File: src/rtl/rx_hex_display_pkg.sv
// Shared types and segment constants for the UART byte hex display.
// Segments are active-low, bit6=a down to bit0=g.
package rx_hex_display_pkg;

  typedef enum logic [1:0] {
    ST_IDLE = 2'd0,
    ST_SHOW = 2'd1,
    ST_ERR  = 2'd2
  } state_e;

  localparam int SEG_A = 6;
  localparam int SEG_B = 5;
  localparam int SEG_C = 4;
  localparam int SEG_D = 3;
  localparam int SEG_E_BIT = 2;
  localparam int SEG_F = 1;
  localparam int SEG_G = 0;

  localparam logic [6:0] SEG_BLANK = 7'b1111111;
  localparam logic [6:0] SEG_E     = 7'b0110000;
  localparam logic [6:0] SEG_R     = 7'b1111010;

endpackage

File: src/rtl/rx_hex_display_hex_to_seg7.sv
// Nibble to active-low seven-segment pattern (a..g in bits 6..0).
module hex_to_seg7
  import rx_hex_display_pkg::*;
(
  input  logic [3:0] hex,
  output logic [6:0] seg
);

  always_comb begin
    seg = SEG_BLANK;
    case (hex)
      4'h0: seg = 7'b0000001;
      4'h1: seg = 7'b1001111;
      4'h2: seg = 7'b0010010;
      4'h3: seg = 7'b0000110;
      4'h4: seg = 7'b1001100;
      4'h5: seg = 7'b0100100;
      4'h6: seg = 7'b0100000;
      4'h7: seg = 7'b0001111;
      4'h8: seg = 7'b0000000;
      4'h9: seg = 7'b0000100;
      4'hA: seg = 7'b0001000;
      4'hB: seg = 7'b1100000;
      4'hC: seg = 7'b0110001;
      4'hD: seg = 7'b1000010;
      4'hE: seg = 7'b0110000;
      4'hF: seg = 7'b0111000;
      default: seg = SEG_BLANK;
    endcase
  end

endmodule

File: src/rtl/rx_hex_display.sv
// Shows the last two good UART bytes in hex on a 4-digit display,
// with a timed "Err" pattern after a framing error.
module rx_hex_display
  import rx_hex_display_pkg::*;
#(
  parameter int ERR_HOLD_CYCLES = 50_000_000
) (
  input  logic       clock,
  input  logic       reset_n,
  input  logic [7:0] rx_data,
  input  logic       rx_valid,
  input  logic       rx_ferr,
  input  logic       clear,
  output logic [6:0] digit0,
  output logic [6:0] digit1,
  output logic [6:0] digit2,
  output logic [6:0] digit3,
  output logic [7:0] byte_count
);

  localparam int TW = (ERR_HOLD_CYCLES < 1) ? 1
                    : $clog2(ERR_HOLD_CYCLES + 1);
  localparam logic [TW-1:0] HOLD = TW'(ERR_HOLD_CYCLES);

  state_e        state_q, state_d;
  logic [15:0]   hist_q, hist_d;
  logic [1:0]    held_q, held_d;
  logic [TW-1:0] timer_q, timer_d;
  logic [7:0]    cnt_q, cnt_d;
  logic [27:0]   dig_q, dig_d;
  logic [6:0]    seg_n [4];

  logic good, bad;
  assign good = rx_valid & ~rx_ferr;
  assign bad  = rx_valid &  rx_ferr;

  for (genvar i = 0; i < 4; i++) begin : g_dec
    hex_to_seg7 u_dec (
      .hex (hist_q[4*i +: 4]),
      .seg (seg_n[i])
    );
  end

  always_ff @(posedge clock or negedge reset_n) begin
    if (!reset_n) begin
      state_q <= ST_IDLE;
      hist_q  <= '0;
      held_q  <= '0;
      timer_q <= '0;
      cnt_q   <= '0;
      dig_q   <= {4{SEG_BLANK}};
    end else begin
      state_q <= state_d;
      hist_q  <= hist_d;
      held_q  <= held_d;
      timer_q <= timer_d;
      cnt_q   <= cnt_d;
      dig_q   <= dig_d;
    end
  end

  // held_q[0]: newest byte valid, held_q[1]: previous byte valid
  always_comb begin
    hist_d = hist_q;
    held_d = held_q;
    cnt_d  = cnt_q;
    if (clear) begin
      hist_d = '0;
      held_d = '0;
      cnt_d  = '0;
    end else if (good) begin
      hist_d = {hist_q[7:0], rx_data};
      held_d = {held_q[0], 1'b1};
      cnt_d  = cnt_q + 8'd1;
    end
  end

  always_comb begin
    state_d = state_q;
    timer_d = timer_q;
    if (clear) begin
      state_d = ST_IDLE;
      timer_d = '0;
    end else begin
      case (state_q)
        ST_IDLE: begin
          if (bad) begin
            state_d = ST_ERR;
            timer_d = HOLD;
          end else if (good) begin
            state_d = ST_SHOW;
          end
        end
        ST_SHOW: begin
          if (bad) begin
            state_d = ST_ERR;
            timer_d = HOLD;
          end
        end
        ST_ERR: begin
          if (bad) begin
            timer_d = HOLD;
          end else if (timer_q == '0) begin
            state_d = held_d[0] ? ST_SHOW : ST_IDLE;
          end else begin
            timer_d = timer_q - TW'(1);
          end
        end
        default: begin
          state_d = ST_IDLE;
          timer_d = '0;
        end
      endcase
    end
  end

  always_comb begin
    dig_d = {4{SEG_BLANK}};
    if (!clear) begin
      case (state_q)
        ST_SHOW: dig_d = {
          held_q[1] ? seg_n[3] : SEG_BLANK,
          held_q[1] ? seg_n[2] : SEG_BLANK,
          seg_n[1],
          seg_n[0]
        };
        ST_ERR:  dig_d = {SEG_E, SEG_R, SEG_R, SEG_BLANK};
        default: dig_d = {4{SEG_BLANK}};
      endcase
    end
  end

  assign digit0     = dig_q[6:0];
  assign digit1     = dig_q[13:7];
  assign digit2     = dig_q[20:14];
  assign digit3     = dig_q[27:21];
  assign byte_count = cnt_q;

endmodule

File: config.mk
export PLATFORM = sky130hd
export DESIGN_NAME = rx_hex_display
export DESIGN_NICKNAME = d
export VERILOG_FILES = /design/src/rtl/rx_hex_display_pkg.sv /design/src/rtl/rx_hex_display_hex_to_seg7.sv /design/src/rtl/rx_hex_display.sv
export SDC_FILE = /design/constraint.sdc
export NUM_CORES = 1
export LEC_CHECK = 0
export ABC_CLOCK_PERIOD_IN_PS = 2500
export CAP_MARGIN = 20
export CORE_AREA = 2 2 96 98
export DETAILED_ROUTE_END_ITERATION = 6
export DIE_AREA = 0 0 98 100
export GPL_TIMING_DRIVEN = 0
export HOLD_SLACK_MARGIN = 0.03
export PLACE_DENSITY = 0.8
export SLEW_MARGIN = 15
export SYNTH_ARGS = -nofsm -noshare
export SYNTH_HDL_FRONTEND = slang
export SYNTH_SLANG_ARGS = --single-unit
File: constraint.sdc
create_clock -name clock -period 2.5 [get_ports clock]
set_input_delay 0.375 -clock clock [delete_from_list [all_inputs] [get_ports clock]]
set_output_delay 0.375 -clock clock [all_outputs]
set_load 0.01 [all_outputs]
==> Word level (Yosys, flattened, before mapping) <==
Memory sizes are Yosys's and may differ from the RTL's.
Index checks and enable logic that the tools add are counted.
{ "totals": {"mem_count": 4, "output_inout_bits": 36, "reg_bits": 82, "word_cells": 53, "mem_bits_ro": 448} }
{ "op_classes": {"n_addsub": 2, "n_reduce_logical": 6, "bitwise": 3, "n_eq_ne": 8, "muxes": 23} }
{ "mem_list": {"columns": ["memory", "depth", "word_bits", "rd", "rd_ports_with_merged_regs", "wr", "line", "text"], "rows": [
  ["(no name shown)", 16, 7, 1, 0, 0, "rx_hex_display_hex_to_seg7.sv:11", "case (hex)"],
  ["(no name shown)", 16, 7, 1, 0, 0, "rx_hex_display_hex_to_seg7.sv:11", null],
  ["(no name shown)", 16, 7, 1, 0, 0, "rx_hex_display_hex_to_seg7.sv:11", null],
  ["(no name shown)", 16, 7, 1, 0, 0, "rx_hex_display_hex_to_seg7.sv:11", null]
]} }
{ "ops": {"columns": ["cell", "count"], "rows": [
  ["26-bit two-way mux", 4],
  ["28-bit case mux with 2 select lines", 1],
  ["26-bit case mux with 2 select lines", 1],
  ["16-bit two-way mux", 2],
  ["28-bit two-way mux", 1],
  ["26-bit zero test", 1],
  ["26-bit by 1-bit subtractor with 26-bit output, second input constant", 1],
  ["2-bit two-way mux", 8],
  ["8-bit two-way mux", 2],
  ["7-bit two-way mux", 2],
  ["3-bit != test, second input constant", 3],
  ["8-bit by 1-bit adder with 8-bit output, second input constant", 1],
  ["4-bit != test, second input constant", 2],
  ["2-bit case mux with 3 select lines", 1],
  ["4-bit AND reduction", 1],
  ["3-bit by 1-bit != test with 1-bit output, second input constant", 1],
  ["1-bit AND", 2],
  ["2-bit by 1-bit == test with 1-bit output, second input constant", 1],
  ["2-bit == test, second input constant", 1],
  ["2-bit zero test", 1],
  ["2-bit AND reduction", 1],
  ["2-bit nonzero test", 1],
  ["2-bit OR reduction", 1],
  ["1-bit two-way mux", 1],
  ["1-bit NOT", 1]
]} }

==> Depth between registers and ports, before layout <==
Gate-level depths: netlist of run 1.
{ "logic_depth": {"depth_word": 9, "mapped_depth": 9, "mapped_depth_nobuf": 7} }

==> Modules after synthesis <==
Synthesis of run 1 repeated with hierarchy kept, for this count alone.
{ "hier_totals": {"hier_cells": 552, "area_unflattened_um2": 5037.3} }
{ "modules_own_cells": {"columns": ["mod", "n_inst", "area_each_um2", "cells_each", "seq_area_each_um2"], "rows": [
  ["rx_hex_display", 1, 3956.3, 421, 2087.0],
  ["hex_to_seg7 at g_dec[0].u_dec ...", 3, 269.0, 33, 0.0],
  ["hex_to_seg7 at g_dec[1].u_dec", 1, 274.0, 32, 0.0]
]} }

==> Worst setup path after synthesis of run 1 <==
No wires, ideal clock.
{ "synth_timing": {"kind": "flip-flop to flip-flop", "from": "register state_q[0]", "to": "register timer_q[15]", "setup_time_ns": 0.121, "synth_period_minus_slack_ns": 2.084, "n_path_buf": 2, "stages_incl_launch_ff": 9, "t_arrival_ns": 1.963, "setup_slack_ns": 0.416, "path_cell_list": "dfrtp_1 inv_1 ha_1 or2_2 clkbuf_1 nor2_1 clkbuf_1 a31oi_1 o22a_1"} }
{ "synth_between": {"elab_chain_cells": 4, "elab_cells_between_ends": 9, "cone_classes": "eq/ne: 4; mux: 2; reduce/logical: 3"} }
{ "synth_rtl": {"columns": ["item", "line", "text"], "rows": [
  ["from (decl)", "rx_hex_display.sv:25", "state_e state_q, state_d;"],
  ["from (signal assigned)", "rx_hex_display.sv:53", "state_q <= state_d;"],
  ["2-bit by 1-bit == test with 1-bit output or 2-bit zero test (tied branches)", "rx_hex_display.sv:85", "case (state_q)"],
  ["2-bit OR reduction (no source line)", null, null],
  ["26-bit case mux with 2 select lines or 3-bit by 1-bit != test with 1-bit output (tied branches)", null, null],
  ["26-bit two-way mux or 2-bit AND reduction (tied branches)", null, null],
  ["to (signal assigned)", "rx_hex_display.sv:56", "timer_q <= timer_d;"],
  ["to (decl)", "rx_hex_display.sv:28", "logic [TW-1:0] timer_q, timer_d;"]
]} }
Parallel ways exist; a longest one is shown, timed or not.
A chain may end at the register's enable or synchronous reset.

==> Final worst setup path of run 1 <==
{ "layout_timing": {"from": "register state_q[0]", "to": "register timer_q[13]"} }
The elaborated chain is that of the path after synthesis.

==> results of run 1 <==
==> worst paths after layout <==
path / from / endpoint / slack, ns / cells past startpoint
setup / recovery: state_q[0]$_DFFE_PN0P_ / timer_q[13]$_DFFE_PN0P_ / 0.08 / 8
hold / removal: reset_n / timer_q[11]$_DFFE_PN0P_ / 0.51 / 2
setup reg to reg: state_q[0]$_DFFE_PN0P_ / timer_q[13]$_DFFE_PN0P_ / 0.08 / 8
hold reg to reg: held_q[0]$_DFF_PN0_ / held_q[0]$_DFF_PN0_ / 0.53 / 2
max in group asynchronous: reset_n / dig_q[2]$_DFF_PN1_ / 1.35 / 3
min in group clock: held_q[0]$_DFF_PN0_ / held_q[0]$_DFF_PN0_ / 0.53 / 2
==> registers in the layout (all words and copies together), names as in the netlist <==
name        flops
byte_count      8
state_q         2
dig_q          28
hist_q         16
timer_q        26
held_q          2
==> timing repair <==
| action | CTS | global route |
|---|---|---|
| setup buffers | 0 | 1 |
| hold buffers | 1 | 0 |
| endpoints found under the setup margin | 9 | 21 |
| endpoints found under the hold margin | 21 | 0 |
| resized for setup | 2 | 7 |
| pin swaps | 0 | 0 |
==> cell families (layout without fill, tap and decap cells) <==
group,after synthesis,count (layout),share of synthesized area (%)
and+or+nand+nor,186,186,18.5
xor gates and xnor gates,7,7,1.23
adders and majority gates,31,31,7.77
DFF,82,82,41.8
AOI/OAI and AO/OA,172,172,22.7
buffers and inverters,54,120,4.39
muxes,13,13,3.66
==> placed cells by master, fill, tap and decap left out, drive strengths merged, types with 4 or more instances in the layout <==
| master | n |
|---|---|
| inv | 22 |
| nor4 | 8 |
| nor2 | 47 |
| or3 | 7 |
| a2bb2oi | 5 |
| xor2 | 4 |
| a21oi | 41 |
| o21ai | 47 |
| nand4 | 4 |
| nor3 | 14 |
| a22oi | 4 |
| a31oi | 20 |
| mux4 | 4 |
| nand2b | 6 |
| mux2i | 7 |
| buf | 12 |
| o2bb2ai | 4 |
| a211oi | 9 |
| clkbuf | 34 |
| clkdlybuf4s50 | 46 |
| dfstp | 28 |
| dfrtp | 54 |
| o22a | 8 |
| nor2b | 8 |
| nand2 | 70 |
| ha | 31 |
| o31ai | 9 |
| nand3 | 9 |
==> Yosys cell counts, drive strengths merged (3+ instances only) <==
master / number
dfrtp: 54
o2bb2ai: 4
a2bb2oi: 5
nand2: 70
xor2: 4
nand4: 4
o31ai: 9
a31oi: 20
nor3: 14
ha: 31
a211oi: 9
nand3: 9
mux4: 4
a21oi: 41
a41o: 3
mux2i: 7
nand2b: 6
o22ai: 3
or3: 7
o22a: 8
clkbuf: 23
nor2: 47
nor4: 8
xnor2: 3
buf: 9
dfstp: 28
a22oi: 4
nor2b: 8
o21ai: 47
inv: 22
==> power by group through the flow <==
stage               Combinational (W)  Sequential, W  Clock, W
finish                        0.00258        0.00211  0.000974
global route                  0.00279        0.00216   0.00105
CTS                           0.00249        0.00210  0.000985
detailed placement            0.00246        0.00211         0
global placement              0.00239        0.00211         0
floorplan                     0.00146        0.00219         0
==> per-stage QoR <==
step                      worst slack [ns]  cells  total power [W]  util (%)
after floorplan                      0.416    545          0.00365         -
after global placement               -1.73    703          0.00450      63.0
after detailed placement           -0.0691    704          0.00458      63.3
after CTS                           0.0634    721          0.00557      65.6
after global routing               -0.0879    722          0.00601      66.0
final                               0.0751    722          0.00567      66.0
==> final cells by class <==
cell class	instances	area, um^2
Inverter	22	82.6
Tap cell	111	139
Fill cell	686	3020
Multi-Input combinational cell	409	2710
Clock buffer	11	141
Sequential cell	82	2090
Timing Repair Buffer	50	513
Buffer	32	144
Clock inverter	5	55.1
==> per-layer routing <==
layer  GRT usage [%]  vias up
li1                -     2086
met1            35.7     2118
met2            40.5      188
met3            3.97       34
met4            9.62        0
met5               0        -
==> results by group, run 1 <==
Die
  – # IOs: a little under 50
  – Die area: around 9800 um^2
  – Area of the core: between 8000 and 9000 um^2
  – Rows: 35
  – Initial core utilization: a little under three fifths
  – Die width: between 90 and 100 um
  – Die Y: about 100 um

Clock network
  – CTS buffer count: 9
  – # clock sinks: between 80 and 90
  – CTS tree: yes
  – Clock Path Buffers: 2
  – Clock slew at reported path FFs: 0.09 ns
  – Worst-Skew Late Latency: around 0.36 ns
  – Root buf cell: clkbuf_8
  – H-Tree Depth: 3

Worst setup path
  – CP required: roughly 2.7 ns
  – CP max FO: 10
  – WP buf/inv: 3
  – CP max stage delay: about 0.44 ns
  – Critical-path cell list: inv_1 > ha_1 > or2_2 > clkbuf_1 > o21ai_0 > clkbuf_2 > a31oi_1 > o22a_1
  – Crit path max-delay cell type: dfrtp_1
  – Startpoint types: flip-flop
  – Worst Setup End Kind: flip-flop
  – WS Path Type: flip-flop to flip-flop
  – Critical path arrival: 2.67 ns
  – Largest delay share family, worst path: compound AO/OA/AOI/OAI gates

Yosys
  – Syn Area/Cell: ~9.2 um^2
  – Sequential share of the synthesized area: approximately two fifths
  – Unique masters post-synth: between 60 and 70
  – Area leader, netlist: dfrtp_1
  – Synth top area share: 27.1%
  – Primary FF master, synth: dfrtp_1
  – Number of synthesized register bits: 82
  – Post-Syn Area: 4990 um^2
  – Post-synth EDFFs: 0
  – Post-synthesis cell count: between 500 and 600
  – FFs w/ async S/R, synth: 100%
  – Leading post-synthesis cells by cell area: dfrtp_1, dfstp_2, ha_1
  – Syn Nets: 589
  – Synth warn: 0

Drt
  – Post-Route WL: roughly 12 mm
  – Top sig layer: met4
  – Met1 wire length: roughly 5.4 mm
  – DRT Pass-1 Iters: 5
  – DRT antenna net count: 0
  – Metal3 WL: around 800 um
  – Vias per cell: between 6 and 7
  – Drc violations: 0
  – Wire per inst: 16.8 um
  – First-iteration detailed-routing DRC count: 315
  – Via Count: ~4.4k
  – Met2 wire len: 5.68 mm

STA
  – Setup_tns: 0 ns
  – Setup violators final: 0
  – Hold_ws: 0.509 ns
  – FMAX: 412 MHz
  – Worst slew pin tran: a little over 0.9 ns
  – Final Hold Fails: 0
  – Tmin final: about 2.4 ns
  – Relative slew slack: 38.1%
  – Tcrit/Tclk final: a little over nine tenths
  – Pins over their slew limit: 0
  – Final Skew: 0.0110 ns
  – RSZ-0062 raised after global routing: yes

Power
  – Combinational Power Share: 45.5%
  – Pwr Density: about 970 nW/um^2
  – Sequential share of power: 37.3%
  – Max rail drop VDD: between 0.6 and 0.7 mV
  – Lkg Pwr: between 2 and 2.5 nW
  – Sw frac: 39.7%
  – Internal power: between 0.003 and 0.004 W
  – Switch Pwr: 0.00225 W
  – Clock group share of total power: 17.2%

Run status
  – Status: complete, no violations

Flow run
  – Number of max-cap violations: 0

GRT
  – Largest net degree at the start of global routing: 52
  – GR Util All Layers: ~26%
  – Initial antenna violation count: 0
  – First-pass GRT wire length: 20.4 mm
  – Vias in the first global route: 4262
  – Gr ovfl total: 0

Layout
  – Fin nets: 650
  – Area delta synth->final: 17.6%
  – Design area: 5870 um^2
  – # diodes: 0
  – Share of layout cells above drive strength 1: between 10% and 20%

Placed design
  – Buffers on Ports: between 40 and 50
  – Placed Area: ~5600 um^2
  – Dpl hpwl: between 8 and 9 mm
  – Routability congestion estimate: around 0.89

Min path
  – Worst hold path class: primary input to async pin
Note: power is estimated with default switching activity, not from simulation.
==> run 2, diff against run 1 <==
--- a/config.mk
+++ b/config.mk
@@ -8,11 +8,13 @@
 export ABC_CLOCK_PERIOD_IN_PS = 2500
 export CAP_MARGIN = 20
 export CORE_AREA = 2 2 96 98
+export CTS_CLUSTER_DIAMETER = 40
 export DETAILED_ROUTE_END_ITERATION = 6
 export DIE_AREA = 0 0 98 100
 export GPL_TIMING_DRIVEN = 0
 export HOLD_SLACK_MARGIN = 0.03
 export PLACE_DENSITY = 0.8
+export REMOVE_ABC_BUFFERS = 1
 export SLEW_MARGIN = 15
 export SYNTH_ARGS = -nofsm -noshare
 export SYNTH_HDL_FRONTEND = slang
==> results by group, run 2 (synthesis gave the netlist of run 1 again) <==
Die
  – Rows: 35
  – Die Y: about 100 um
  – Die width: approximately 98 um
  – # IOs: 49
  – Die area: 9800 um^2
  – Initial core utilization: a little under three fifths
  – Area of the core: approximately 8900 um^2

Placed design
  – Pre-CTS WS: -0.325 ns
  – Buffers on Ports: 48
  – Routability congestion estimate: around 0.88
  – Placed Area: about 5600 um^2
  – Dpl hpwl: a little under 8 mm

Layout
  – Area delta synth->final: 17.6%
  – Share of layout cells above drive strength 1: 14.5%
  – Fin nets: around 630
  – Max reg flops: 28
  – Design area: 5870 um^2
  – # diodes: 0
  – Commonest non-fill, non-tap cell in the layout: nand2_1
  – Largest registers: dig_q: 28 flops, timer_q: 26 flops, hist_q: 16 flops
  – Leading cell types in the layout, fill and taps excluded: nand2_1, dfrtp_1, clkdlybuf4s50_1, nor2_1, o21ai_0
  – Top reg by flops: dig_q

Clock network
  – # clock sinks: 82
  – Root buf cell: clkbuf_8
  – CTS buffer count: 9
  – CTS tree: yes
  – Clock slew at reported path FFs: 0.09 ns
  – Worst-Skew Late Latency: about 0.37 ns
  – Clock Path Buffers: 2
  – H-Tree Depth: 3

Drt
  – DRT Pass-1 Iters: 5
  – Wire per inst: roughly 16 um
  – Via Count: approximately 4.3k
  – Vias per cell: 6.22
  – DRT antenna net count: 0
  – Drc violations: 0
  – First-iteration detailed-routing DRC count: between 300 and 400
  – Post-Route WL: roughly 11 mm

GRT
  – Initial antenna violation count: 0
  – GR Util All Layers: between 20% and 30%
  – Vias in the first global route: roughly 4.0k
  – Largest net degree at the start of global routing: 45
  – Gr ovfl total: 0
  – First-pass GRT wire length: 19.0 mm

STA
  – Post-route setup slack: approximately 0.16 ns
  – Final Hold Fails: 0
  – RSZ-0062 raised after global routing: no
  – Pins over their slew limit: 0
  – Tmin final: ~2.3 ns
  – Relative slew slack: between 50% and 60%
  – Hold_ws: between 0.5 and 0.6 ns
  – Tcrit/Tclk final: a little over nine tenths
  – Setup violators final: 0
  – FMAX: ~430 MHz
  – Final Skew: approximately 0.0094 ns
  – Worst slew pin tran: 0.709 ns

Power
  – Sequential share of power: approximately 37%
  – Pwr Density: between 900 and 1000 nW/um^2
  – Combinational Power Share: roughly 45%
  – Total power draw: 0.00572 W
  – Lkg Pwr: between 2 and 2.5 nW
  – Max rail drop VDD: approximately 0.53 mV
  – Clock group share of total power: 18.0%
  – Sw frac: about two fifths
  – Switch Pwr: between 0.002 and 0.0025 W
  – Internal power: around 0.0034 W

Worst setup path
  – CP max stage delay: between 0.4 and 0.5 ns
  – Critical-path cell list: inv_1 > ha_1 > nor4b_4 > nand3_4 > o31a_4 > or3_1 > o211a_1
  – Crit path max-delay cell type: o31a_4
  – CP required: between 2 and 3 ns
  – WP buf/inv: 1
  – Largest delay share family, worst path: simple AND/OR/NAND/NOR gates
  – WS Path Type: flip-flop to flip-flop
  – Critical path arrival: 2.61 ns
  – CP max FO: 15
  – Startpoint types: flip-flop
  – Worst Setup End Kind: flip-flop

Min path
  – Worst hold path class: primary input to async pin

Run status
  – Status: complete, no violations

Flow run
  – Number of max-cap violations: 0
## run 2: cell types whose count changed in the layout (fill, tap and decap cells not counted), sizes merged
cell,delta
buf,-3
clkbuf,-24
clkdlybuf4s50,+1
inv,+2
## run 2: metal layers
metal  track usage [%]  part of all wire [%]  wire [um]
met1              32.8                    44       4990
met3              4.11                   5.8        655
met2              37.1                    48       5470
met5                 0                     0          0
met4              9.83                   1.9        221
## run 2: path summary, 6_finish.rpt
kind	from	endpoint	slack, ns	depth (start not counted)
max	timer_q[0]$_DFFE_PN0P_	timer_q[21]$_DFFE_PN0P_	0.16	7
min	reset_n	hist_q[0]$_DFFE_PN0P_	0.52	2
max reg2reg	timer_q[0]$_DFFE_PN0P_	timer_q[21]$_DFFE_PN0P_	0.16	7
min reg2reg	timer_q[7]$_DFFE_PN0P_	timer_q[7]$_DFFE_PN0P_	0.53	1
max in group asynchronous	reset_n	dig_q[26]$_DFF_PN1_	1.31	3
min in group clock	timer_q[7]$_DFFE_PN0P_	timer_q[7]$_DFFE_PN0P_	0.53	1
## run 2: layout make-up
class | count | area [um^2]
Sequential cell | 82 | 2090
Multi-Input combinational cell | 409 | 2740
Clock inverter | 6 | 71.3
Fill cell | 681 | 3020
Timing Repair inverter | 1 | 5.00
Clock buffer | 10 | 138
Timing Repair Buffer | 57 | 609
Tap cell | 111 | 139
Inverter | 22 | 86.3
## run 2: what timing repair did
action	CTS	global route
endpoints found under the setup margin	23	25
resized for setup	5	6
buffers inserted	0	3
hold buffers	1	0
cloned	0	1
hold endpoints to repair	36	0
pin swaps	0	2
## run 2: power groups by stage
stage,registers [W],clock network [W],logic [W]
after floorplan,0.00220,0,0.00137
after global placement,0.00211,0,0.00228
after detailed placement,0.00214,0,0.00237
after CTS,0.00212,0.00105,0.00241
after global routing,0.00218,0.00110,0.00277
final,0.00213,0.00103,0.00256
## run 2: through the flow
stage	instances	util, %	setup TNS [ns]
after floorplan	513	-	0
after global placement	672	61.6	-153.04
after detailed placement	677	62.5	-5.41
after CTS	694	65.2	0
after global routing	698	66.0	0
final	698	66.0	0
==> run 3, diff against run 2 <==
--- a/config.mk
+++ b/config.mk
@@ -5,15 +5,15 @@
 export SDC_FILE = /design/constraint.sdc
 export NUM_CORES = 1
 export LEC_CHECK = 0
-export ABC_CLOCK_PERIOD_IN_PS = 2500
+export ABC_CLOCK_PERIOD_IN_PS = 2400
 export CAP_MARGIN = 20
-export CORE_AREA = 2 2 96 98
+export CORE_AREA = 2 2 109 111
 export CTS_CLUSTER_DIAMETER = 40
 export DETAILED_ROUTE_END_ITERATION = 6
-export DIE_AREA = 0 0 98 100
+export DIE_AREA = 0 0 111 113
+export DONT_BUFFER_PORTS = 1
 export GPL_TIMING_DRIVEN = 0
 export HOLD_SLACK_MARGIN = 0.03
-export PLACE_DENSITY = 0.8
 export REMOVE_ABC_BUFFERS = 1
 export SLEW_MARGIN = 15
 export SYNTH_ARGS = -nofsm -noshare
==> constraint.sdc (replaced) <==
create_clock -name clock -period 2.4 [get_ports clock]
set_input_delay 0.36 -clock clock [delete_from_list [all_inputs] [get_ports clock]]
set_output_delay 0.36 -clock clock [all_outputs]
set_load 0.01 [all_outputs]
==> results by group, run 3 (synthesis gave the netlist of run 1 again) <==
Run status
  – Status: complete, no violations

GRT
  – Initial antenna violation count: 0
  – GR Util All Layers: a little under a fifth
  – Vias in the first global route: just under 4k
  – Gr ovfl total: 0
  – First-pass GRT wire length: between 15 and 20 mm
  – Largest net degree at the start of global routing: slightly above 80

Die
  – Initial core utilization: 44.3%
  – Die width: about 110 um
  – Die Y: between 100 and 150 um
  – # IOs: 49
  – Die area: about 13000 um^2
  – Rows: 39
  – Area of the core: between 10000 and 15000 um^2

Drt
  – DRT Pass-1 Iters: 5
  – DRT antenna net count: 0
  – Vias per cell: just under 6
  – Wire per inst: between 15 and 20 um
  – Drc violations: 0
  – First-iteration detailed-routing DRC count: ~230
  – Post-Route WL: 11.4 mm
  – Via Count: approximately 4.0k

Worst setup path
  – R2r setup slk: roughly 0.16 ns
  – Startpoint types: flip-flop
  – CP max FO: 15
  – FF-to-FF End: timer_q[21]$_DFFE_PN0P_
  – Worst Setup End Kind: flip-flop
  – Critical Path Source: timer_q[0]$_DFFE_PN0P_
  – WS Path Type: flip-flop to flip-flop
  – RR Startpoint: timer_q[0]$_DFFE_PN0P_
  – R2r worst-path depth: 7
  – End of the critical path: timer_q[21]$_DFFE_PN0P_
  – CP required: 2.63 ns
  – Critical path arrival: 2.47 ns

Layout
  – Largest registers: dig_q: 28 flops, timer_q: 26 flops, hist_q: 16 flops
  – Commonest non-fill, non-tap cell in the layout: nand2_1
  – Top reg by flops: dig_q
  – Share of layout cells above drive strength 1: between 15 and 20%
  – Fin nets: 577
  – Non-Filler Instances: about 700
  – Final core utilization: between 40% and 50%
  – # diodes: 0
  – Leading cell types in the layout, fill and taps excluded: nand2_1, dfrtp_1, nor2_1, o21ai_0, a21oi_1
  – Area delta synth->final: 12.6%
  – Max reg flops: 28

Placed design
  – Dpl hpwl: roughly 7.5 mm
  – Routability congestion estimate: between 0.8 and 0.9
  – Placed insts: roughly 660
  – Buffers on Ports: 0

Power
  – Switch Pwr: roughly 0.0023 W
  – Lkg Pwr: roughly 2.2 nW
  – Combinational Power Share: between 30% and 40%
  – Internal power: 0.00391 W
  – Sequential share of power: between 30% and 40%
  – Clock group share of total power: roughly 28%
  – Pwr Density: 1110 nW/um^2
  – Max rail drop VDD: around 0.46 mV
  – Sw frac: between 30 and 40%

STA
  – Pins over their slew limit: 0
  – RSZ-0062 raised after global routing: no
  – Relative slew slack: a little over half
  – FMAX: between 400 and 500 MHz
  – Final Skew: between 0.007 and 0.008 ns
  – Worst slew pin tran: about 0.71 ns
  – Final Hold Fails: 0
  – Setup violators final: 0
  – Tcrit/Tclk final: between 90% and 100%
  – Tmin final: ~2.2 ns

Clock network
  – CTS tree: yes
  – Root buf cell: clkbuf_16
  – H-Tree Depth: 3
  – Clock slew at reported path FFs: ~0.060 ns
  – # clock sinks: slightly above 80
  – CTS buffer count: 9
  – Worst-Skew Late Latency: 0.35 ns
  – Clock Path Buffers: 2

Min path
  – Worst hold path class: primary input to flip-flop

Flow run
  – Number of max-cap violations: 0
## run 3: cell types whose count changed in the layout (fill, tap and decap cells not counted), sizes merged
cell	delta
inv	-3
clkinv	-2
buf	-2
bufinv	+3
clkbuf	+2
clkdlybuf4s50	-47
## run 3: cell type report
| type | count | area, um^2 |
|---|---|---|
| Sequential cell | 82 | 2090 |
| Timing Repair inverter | 1 | 5.00 |
| Fill cell | 1012 | 5650 |
| Inverter | 22 | 86.3 |
| Timing Repair Buffer | 8 | 98.8 |
| Clock inverter | 4 | 120 |
| Tap cell | 143 | 179 |
| Clock buffer | 12 | 267 |
| Multi-Input combinational cell | 409 | 2780 |
## run 3: critical path, stage by stage (launching register included)
cell and delay [ns]:
dfrtp_1 0.41, inv_1 0.11, ha_1 0.23, nor4b_4 0.32, nand3_4 0.19, o31a_4 0.41
or3_1 0.32, o211a_1 0.13
## run 3: worst min-delay path by stage
stage                                           end  cells past startpoint  startpoint
after detailed placement     timer_q[0]$_DFFE_PN0P_                      0     reset_n
after CTS                     hist_q[4]$_DFFE_PN0P_                      1       clear
after global routing          hist_q[2]$_DFFE_PN0P_                      1       clear
after global placement       timer_q[0]$_DFFE_PN0P_                      0     reset_n
after floorplan           byte_count[0]$_DFFE_PN0P_                      0     reset_n
final                         hist_q[6]$_DFFE_PN0P_                      1       clear
## run 3: metrics by stage
stage / instance area (um^2) / worst slack (ns) / total power [W] / hold slack (ns) / TNS [ns]
2_1_floorplan: 4860 / 0.112 / 0.00372 / 0.0644 / 0
3_3_place_gp: 5030 / -0.841 / 0.00420 / 0.0687 / -21.91
3_5_place_dp: 5060 / -0.395 / 0.00426 / 0.0704 / -6.90
4_1_cts: 5550 / 0.00562 / 0.00618 / 0.0540 / 0
5_1_grt: 5620 / 0.0126 / 0.00662 / 0.0610 / 0
6_report: 5620 / 0.161 / 0.00623 / 0.0716 / 0
## run 3: power groups by stage
stage	clock [W]	sequential [W]	combinational, W
2_1_floorplan	0	0.00229	0.00143
3_3_place_gp	0	0.00238	0.00182
3_5_place_dp	0	0.00239	0.00187
4_1_cts	0.00180	0.00238	0.00200
5_1_grt	0.00186	0.00244	0.00232
6_report	0.00176	0.00238	0.00209
## run 3: timing repair
action,in CTS,in global routing
buffers inserted,4,0
pin swaps,1,2
gates cloned,0,1
setup endpoints to repair,23,17
hold buffers,2,0
resized for setup,6,10
hold endpoints to repair,82,0
## run 3: per-layer routing
layer | vias to the layer above | global-route usage [%] | wire length (um) | part of all wire, %
met5 | - | 0 | 0 | 0
met4 | 0 | 9.33 | 238 | 2.1
met3 | 20 | 4.77 | 585 | 5.1
met2 | 102 | 28.3 | 5160 | 45
met1 | 1963 | 26.1 | 5430 | 48
li1 | 1944 | - | - | -
